===== config.mk =====
export PLATFORM = sky130hd
export DESIGN_NAME = vslc_btn_debounce
export DESIGN_NICKNAME = d
export VERILOG_FILES = /design/src/rtl/vslc_btn_debounce.sv
export SDC_FILE = /design/constraint.sdc
export NUM_CORES = 1
export LEC_CHECK = 0
export CORE_MARGIN = 1.5
export CORE_UTILIZATION = 30
export CTS_BUF_LIST = sky130_fd_sc_hd__clkbuf_4 sky130_fd_sc_hd__clkbuf_8 sky130_fd_sc_hd__clkbuf_16
export CTS_CLUSTER_SIZE = 8
export DETAILED_ROUTE_END_ITERATION = 8
export PLACE_DENSITY_LB_ADDON = 0.25
export SLEW_MARGIN = 20
export SYNTH_ARGS = -nofsm -noshare
export SYNTH_HDL_FRONTEND = slang
export SYNTH_SLANG_ARGS = --single-unit

===== constraint.sdc =====
create_clock -name CLK -period 5 [get_ports CLK]
set_input_delay 0.75 -clock CLK [delete_from_list [all_inputs] [get_ports CLK]]
set_output_delay 0.75 -clock CLK [all_outputs]
set_load 0.02 [all_outputs]

===== src/rtl/vslc_btn_debounce.sv =====
// Multi-channel push-button debouncer: two-flop synchronizer, polarity
// normalisation, per-channel stability counter and registered edge pulses.
module vslc_btn_debounce #(
  parameter int unsigned          N_BTN         = 4,
  parameter int unsigned          STABLE_CYCLES = 12000,
  parameter logic [N_BTN-1:0]     INV_MASK      = 4'b0001
) (
  input  logic             CLK,
  input  logic             RST,
  input  logic [N_BTN-1:0] btn_raw,
  output logic [N_BTN-1:0] btn_level,
  output logic [N_BTN-1:0] btn_rise,
  output logic [N_BTN-1:0] btn_fall,
  output logic             btn_any
);

  localparam int unsigned    CW      = $clog2(STABLE_CYCLES + 1);
  localparam logic [CW-1:0]  CNT_MAX = CW'(STABLE_CYCLES - 1);

  logic [N_BTN-1:0] sync1_q;
  logic [N_BTN-1:0] sync2_q;
  logic [N_BTN-1:0] samp_s;
  logic [N_BTN-1:0] level_q, level_d;
  logic [N_BTN-1:0] rise_q, rise_d;
  logic [N_BTN-1:0] fall_q, fall_d;
  logic             any_q, any_d;
  logic [CW-1:0]    cnt_q [N_BTN];
  logic [CW-1:0]    cnt_d [N_BTN];

  // Synchronizers idle at the inactive raw level so the normalized sample is 0 in reset.
  always_ff @(posedge CLK or posedge RST) begin
    if (RST) begin
      sync1_q <= INV_MASK;
      sync2_q <= INV_MASK;
    end else begin
      sync1_q <= btn_raw;
      sync2_q <= sync1_q;
    end
  end

  assign samp_s = sync2_q ^ INV_MASK;

  // Per-channel stability window; any agreement with the current level restarts it.
  always_comb begin
    level_d = level_q;
    for (int i = 0; i < int'(N_BTN); i++) begin
      cnt_d[i] = cnt_q[i];
      if (samp_s[i] == level_q[i]) begin
        cnt_d[i] = '0;
      end else if (cnt_q[i] == CNT_MAX) begin
        level_d[i] = samp_s[i];
        cnt_d[i]   = '0;
      end else begin
        cnt_d[i] = cnt_q[i] + CW'(1'b1);
      end
    end
    rise_d = level_d & ~level_q;
    fall_d = ~level_d & level_q;
    any_d  = |rise_d;
  end

  // Debounce state and registered pulse outputs.
  always_ff @(posedge CLK or posedge RST) begin
    if (RST) begin
      level_q <= '0;
      rise_q  <= '0;
      fall_q  <= '0;
      any_q   <= 1'b0;
      for (int i = 0; i < int'(N_BTN); i++) begin
        cnt_q[i] <= '0;
      end
    end else begin
      level_q <= level_d;
      rise_q  <= rise_d;
      fall_q  <= fall_d;
      any_q   <= any_d;
      for (int i = 0; i < int'(N_BTN); i++) begin
        cnt_q[i] <= cnt_d[i];
      end
    end
  end

  assign btn_level = level_q;
  assign btn_rise  = rise_q;
  assign btn_fall  = fall_q;
  assign btn_any   = any_q;

endmodule


# --- Word level (Yosys, flattened, before mapping) ---
# Index checks and enable logic that the tools add are counted.
totals:
  reg_bits: 77
  inputBits: 6
  output_inout_bits: 13
  elab_cells: 44
op_classes:
  addsub: 4
  eq_ne: 8
  muxes: 16
  bitwise_logic: 5
  n_reduce_logical: 1
op_table:
  columns: ["op", "n"]
  rows:
  - ["14-bit two-way mux", 8]
  - ["14-bit by 1-bit adder with 14-bit output, second input constant", 4]
  - ["14-bit == test, second input constant", 4]
  - ["4-bit AND", 2]
  - ["1-bit two-way mux", 8]
  - ["4-bit NOT", 2]
  - ["1-bit == test", 4]
  - ["4-bit OR reduction", 1]
  - ["1-bit NOT", 1]

# --- Depth between registers and ports, before layout ---
# Gate-level depths: netlist of run 1.
logic_depth:
  word_depth: 5
  depth_mapped: 6
  depth_no_buf: 5

# --- Worst setup path before layout of run 1 ---
# OpenSTA, ideal clock, no wires.
synth_timing:
  kind: "register to register"
  from: "register cnt_q[14] (netlist name)"
  to: "register cnt_q[19] (netlist name)"
  setup_time_ns: 0.119
  arrival_time_ns: 1.556
  required_time_ns: 4.881
  slack_ns: 3.325
  path_stages_with_launch: 7
  n_path_buf: 1
  synth_period_minus_slack_ns: 1.675
  path_cell_list: "dfrtp_1 > ha_1 > nand4_1 > nor4b_1 > or2_2 > buf_4 > nor2_1"
synth_lines:
  columns: ["item", "line", "rtl"]
  rows:
  - ["start, declared", "27", "logic [CW-1:0] cnt_q [N_BTN];"]
  - ["start signal, assigned by index", "78", "cnt_q[i] <= cnt_d[i];"]

# --- Final worst setup path of run 1 ---
layout_timing:
  from: "register level_q[1], in the netlist btn_level[1]"
  to: "output port btn_level[1]"
layout_lines:
  columns: ["item", "line", "rtl"]
  rows:
  - ["start, declared", "23", "logic [N_BTN-1:0] level_q, level_d;"]
  - ["start signal, assigned", "73", "level_q <= level_d;"]
  - ["end, declared", "11", "output logic [N_BTN-1:0] btn_level,"]
# No word-level cell between the ends.

==> flow_summary.json, run 1 <==
{
  "place_inst": 474,
  "synthDistinctLibCells": 33,
  "grt_max_degree": 43,
  "synth_top_area_share_pct": 54.3,
  "crit_path_start_kind": "flip-flop",
  "numCtsBuffers": 9,
  "fin_skew_ps": 9.40,
  "syn-num-nets": 326,
  "critPathRequiredTime_ps": 4250,
  "synth_xor_xnor_area_share_pct": 12.9,
  "mostFrequentLayoutCell": "dfrtp_1",
  "die_x_um": 110,
  "n_fill_cell": 1152,
  "layout_common_cells": "75 x dfrtp_1, 59 x nor2_1, 33 x xnor2_1",
  "timing.final.crit_share_pct": 42.7,
  "diodes": 0,
  "r2r-start": "cnt_q[14]",
  "slew-limit-headroom_pct": 52.6,
  "vias": 2249,
  "synth.avg_cell_area_um2": 10.9,
  "post-cts-setup-buffers": 0,
  "grt_overflow_total": 0,
  "die_area_um2": 12200,
  "synth_cells": 316,
  "fin_crit_ps": 2130,
  "design.core.area_um2": 11300,
  "drive_gt1_share_pct": 10.1,
  "multi_input_area_um2": 1460,
  "synthMuxAreaShare_pct": 1.27,
  "nets": 352,
  "power_frac_comb_pct": 3.3,
  "yosysTopAreaCell": "dfrtp_1",
  "critPathBufInv": 1,
  "first_global_vias": 2183,
  "cts_buffer_depth": 2,
  "drv_cap": 0,
  "drtAntennaViolNets": 0,
  "insertion_delay_ps": 330,
  "drt-total-wl_um": 5980,
  "area.sequential_um2": 1930,
  "leakage_nw": 1.67,
  "drtIter0Drc": 85,
  "cp_max_fo": 5,
  "worst_pin_slew_ps": 710,
  "hp-start": "sync1_q[3]",
  "gp_congestion": 0.783,
  "max_freq_ghz": 0.469,
  "critPathCaptureType": "output port",
  "htreeDepth": 3,
  "wl_per_cell_um": 12.2,
  "drt_first_pass_iters": 4,
  "hold_class": "reg2reg",
  "ys_seq_area_share_pct": 55.8,
  "slowest_stage": "clkdlybuf4s50_1",
  "cts-root-buf": "clkbuf_16",
  "p_per_area_nw_per_um2": 316,
  "rows": 39,
  "fin_cells": 490,
  "ys.warnings.count": 0,
  "criticalPathCategory": "reg2out",
  "synth_top_family_by_area": "simple AND/OR/NAND/NOR gates",
  "p_sw_mw": 0.289,
  "cts_tree": "done",
  "synth-adder-area-share_pct": 1.45,
  "hold_violations": 0,
  "start_util_pct": 30.5,
  "cp_top_family": "buffers and inverters",
  "rsz0062_at_grt": "false",
  "antenna_found_initial": 0,
  "cts_resized": 0,
  "power_mw": 1.29,
  "drc": 0,
  "irDropWorstVdd_mv": 0.132,
  "cp-startpoint": "btn_level[1]",
  "cts_sinks": 77,
  "seqPwrFrac_pct": 50.2,
  "io_pins": 19,
  "path_cells": "clkdlybuf4s50_1",
  "die_h_um": 110,
  "maxSlewViolCount": 0,
  "viasPerCell": 4.59,
  "area_growth_syn_to_layout_pct": 17.7,
  "grt_usage_pct": 11.1,
  "io_buffer_count": 18,
  "netSwitchingFraction_pct": 22.5,
  "cpPeakStageDelay_ps": 640,
  "fin_tns_setup_ps": 0,
  "grt_first_pass_wirelength_um": 10400,
  "synth_area_leaders": "dfrtp_1 54%, xnor2_1 8.4%, nor2_1 6.4%",
  "clkTransAtPathRegs_ps": 60,
  "status": "finished clean",
  "netlist_area_um2": 3460,
  "dp_hpwl_um": 4020,
  "synth-simple-area-share_pct": 26.2,
  "final_util_pct": 35.9,
  "arrival_ps": 1380,
  "synth_seq_cells": 77,
  "hold_buffers": 0,
  "p_int_mw": 0.997,
  "setup_viol": 0,
  "synth_compound_area_share_pct": 0.362,
  "power_frac_clock_pct": 46.5
}
-- per-stage QoR --
stage | area (um^2) | hold WS, ps | setup slack [ps]
after global placement | 3790 | 333 | 2820
after CTS | 4070 | 349 | 2850
after floorplan | 3460 | 331 | 2290
after global routing | 4070 | 363 | 2780
final | 4070 | 348 | 2870
after detailed placement | 3790 | 335 | 2800
-- cell usage after synthesis --
| cell type | number |
|---|---|
| o31ai_1 | 1 |
| buf_4 | 3 |
| mux2i_1 | 1 |
| nand4_1 | 15 |
| nand2_1 | 18 |
| and4_4 | 1 |
| nor4b_1 | 3 |
| mux2_2 | 3 |
| nor4b_2 | 3 |
| and3_1 | 4 |
| and3b_2 | 1 |
| nor2_1 | 59 |
| dfstp_2 | 2 |
| or4_1 | 3 |
| and4_1 | 3 |
| inv_1 | 10 |
| buf_6 | 1 |
| nor4_1 | 7 |
| and3b_1 | 2 |
| xor2_1 | 18 |
| or4b_4 | 1 |
| nor3_1 | 17 |
| nor2b_1 | 1 |
| or2_2 | 3 |
| nand4bb_1 | 3 |
| dfrtp_1 | 75 |
| xnor2_1 | 33 |
| ha_1 | 4 |
| nand3_1 | 17 |
| nor4_4 | 1 |
| or2_4 | 1 |
| nand4_4 | 1 |
| a21oi_1 | 1 |
-- layout make-up --
| class | count | share of cell area (%) |
|---|---|---|
| flip-flops and latches | 77 | 47.4 |
| clock buffers | 11 | 5.90 |
| well taps | 143 | 4.40 |
| inverters | 10 | 0.953 |
| clock inverters | 5 | 0.892 |
| multi-input cells | 225 | 35.8 |
| repair buffers | 19 | 4.61 |
-- power groups by stage --
stage	sequential, mW	combinational, mW	clock (mW)
after floorplan	0.655	0.0335	0
after global placement	0.657	0.0438	0
final	0.646	0.0427	0.597
after CTS	0.646	0.0450	0.623
after detailed placement	0.657	0.0448	0
after global routing	0.647	0.0501	0.651
-- worst paths after layout --
| kind | to | slack [ps] | cells past startpoint |
|---|---|---|---|
| worst min register to register | sync2_q[3] | 350 | 0 |
| worst min-delay path | sync2_q[3] | 350 | 0 |
| max in group asynchronous | sync2_q[0] | 3240 | 3 |
| worst max register to register | cnt_q[25] | 3050 | 5 |
| worst max-delay path | btn_level[1] | 2870 | 1 |
| min in group asynchronous | sync1_q[1] | 840 | 2 |
-- kinds of logic after synthesis --
family                   Yosys count
multiplexers                       4
buffers and inverters             14
flip-flops                        77
XOR/XNOR                          51
AO/OA/AOI/OAI                      2
AND/OR/NAND/NOR                  164
adder cells (fa/ha/maj)            4
-- state kept, by name, indices dropped and copies added, names as in the netlist --
name,count
cnt_q,56
btn_fall,4
btn_rise,4
btn_level,4
btn_any,1
sync1_q,4
sync2_q,4
-- metal layers --
metal	global-route usage (%)	up-vias	share of wire (%)	wire length (um)
li1	-	1136	-	-
met1	15.3	1065	52	3120
met2	16.7	40	44	2650
met3	2.88	8	2.5	152
met4	4.21	0	0.89	53
met5	0	-	0	0
-- worst register-to-register path: cells and delay by family, from the launching register on --
kind / cells / cell delay [ps]
and+or+nand+nor: 4 / 1180
adders and majority gates: 1 / 250
DFF: 1 / 390
No activity file was read; power rests on OpenSTA's default activity.
==> run 2, diff against run 1 <==
==> constraint.sdc (replaced) <==
create_clock -name CLK -period 1.78 [get_ports CLK]
set_input_delay 0.267 -clock CLK [delete_from_list [all_inputs] [get_ports CLK]]
set_output_delay 0.267 -clock CLK [all_outputs]
set_load 0.02 [all_outputs]
==> run 2 against run 1 <==
  * Clock skew shrank 5.3 ps
  * Final cell count grew 2.4%
  * Register-to-register slack lost 3000 ps
  * Combinational power grew to 3.1 times the previous value
  * Sequential cell count is the same
  * Via count grew 3.0%
  * Highest routed layer unchanged
==> flow_summary.json, run 2 (same netlist as run 1, synthesis figures left out) <==
{
  "hold_class": "in2reg",
  "first_global_vias": 2407,
  "maxSlewViolCount": 0,
  "nets": 366,
  "slew-limit-headroom_pct": 69.6,
  "cts_buffer_depth": 2,
  "htreeDepth": 3,
  "area_growth_syn_to_layout_pct": 22.8,
  "io_pins": 19,
  "cp_max_fo": 3,
  "largest_reg_flops": 56,
  "p_per_area_nw_per_um2": 880,
  "criticalPathCategory": "reg2reg",
  "die_area_um2": 12200,
  "crit_path_start_kind": "flip-flop",
  "gp_congestion": 0.748,
  "status": "finished clean",
  "worst_hold_slack_ps": 338,
  "grt_max_degree": 78,
  "die_x_um": 110,
  "io_buffer_count": 18,
  "max_freq_ghz": 0.593,
  "insertion_delay_ps": 330,
  "critPathCaptureType": "flip-flop",
  "cts-root-buf": "clkbuf_16",
  "drv_cap": 0,
  "viasPerCell": 4.62,
  "cts_tree": "done",
  "timing.final.crit_share_pct": 94.7,
  "fin_crit_ps": 1690,
  "drc": 0,
  "hold_buffers": 0,
  "setup_viol": 0,
  "clkTransAtPathRegs_ps": 60,
  "grt_overflow_total": 0,
  "reg2reg_depth": 3,
  "fin_skew_ps": 4.06,
  "drtIter0Drc": 86,
  "mostFrequentLayoutCell": "dfrtp_1",
  "drt-total-wl_um": 6310,
  "diodes": 0,
  "irDropWorstVdd_mv": 0.548,
  "numCtsBuffers": 9,
  "hold_depth": 1,
  "worst_pin_slew_ps": 449,
  "fin_cells": 502,
  "die_h_um": 110,
  "cts_sinks": 77,
  "start_util_pct": 30.5,
  "design.core.area_um2": 11300,
  "final_util_pct": 37.5,
  "grt_usage_pct": 11.9,
  "top_register": "cnt_q",
  "leakage_nw": 1.80,
  "antenna_found_initial": 0,
  "grt_first_pass_wirelength_um": 11000,
  "drt_first_pass_iters": 4,
  "wl_per_cell_um": 12.6,
  "n_fill_cell": 1125,
  "layout_common_cells": "75 x dfrtp_1, 59 x nor2_1, 33 x xnor2_1",
  "rows": 39,
  "dp_hpwl_um": 4110,
  "arrival_ps": 1910,
  "hold_violations": 0,
  "drive_gt1_share_pct": 14.5,
  "place_inst": 487,
  "post-cts-setup-buffers": 0,
  "vias": 2317,
  "drtAntennaViolNets": 0,
  "critPathRequiredTime_ps": 2000
}
run 2: worst max-delay path: stages, from the launching register on:
cell,delay [ps]
dfrtp_1,400
nor4b_1,450
nor4b_4,350
mux2_2,370
run 2: where the power goes:
part / internal (mW) / leakage (nW) / switching, mW / total, mW
registers: 1.78 / 1.05 / 0.0312 / 1.82
logic: 0.0499 / 0.607 / 0.0822 / 0.132
clock network: 1.14 / 0.145 / 0.655 / 1.79
total: 2.97 / 1.80 / 0.769 / 3.74
run 2: worst paths after layout:
| kind | from | endpoint | slack, ps |
|---|---|---|---|
| min | btn_raw[0] | sync1_q[0] | 340 |
| max | cnt_q[40] | btn_level[1] | 90 |
| max in group asynchronous | RST | sync1_q[2] | 1060 |
| min reg2reg | sync1_q[1] | sync2_q[1] | 350 |
| max reg2reg | cnt_q[40] | btn_level[1] | 90 |
| min in group asynchronous | RST | btn_fall[1] | 380 |
run 2: repair_timing:
item,in CTS,in global routing
pin swaps,0,3
gates cloned,0,1
resized for setup,1,9
setup endpoints to repair,1,42
run 2: cell type report:
type / instances / area (um^2) / share of cell area [%]
Inverter: 10 / 41.3 / 0.972
Clock buffer: 12 / 254 / 5.98
Multi-Input combinational cell: 226 / 1510 / 35.6
Timing Repair Buffer: 32 / 298 / 7.01
Sequential cell: 77 / 1930 / 45.4
Tap cell: 143 / 179 / 4.21
Clock inverter: 2 / 35.0 / 0.825
run 2: routing by layer:
metal / track usage [%] / up-vias / part of all wire [%]
met4: 5.04 / 0 / 1.9
met3: 4.29 / 9 / 4.3
li1: - / 1165 / -
met2: 18.5 / 31 / 45
met1: 15.0 / 1112 / 48
met5: 0 / - / 0
run 2: stage by stage:
step	setup WS, ps	area, um^2	setup TNS [ps]	total power [mW]
floorplan	105	3460	0	1.93
global placement	-30.6	3910	-30.6	1.98
detailed placement	-60.3	3910	-60.3	1.98
CTS	14.3	4200	0	3.81
global route	-71.5	4250	-796	3.90
finish	94.6	4250	0	3.74
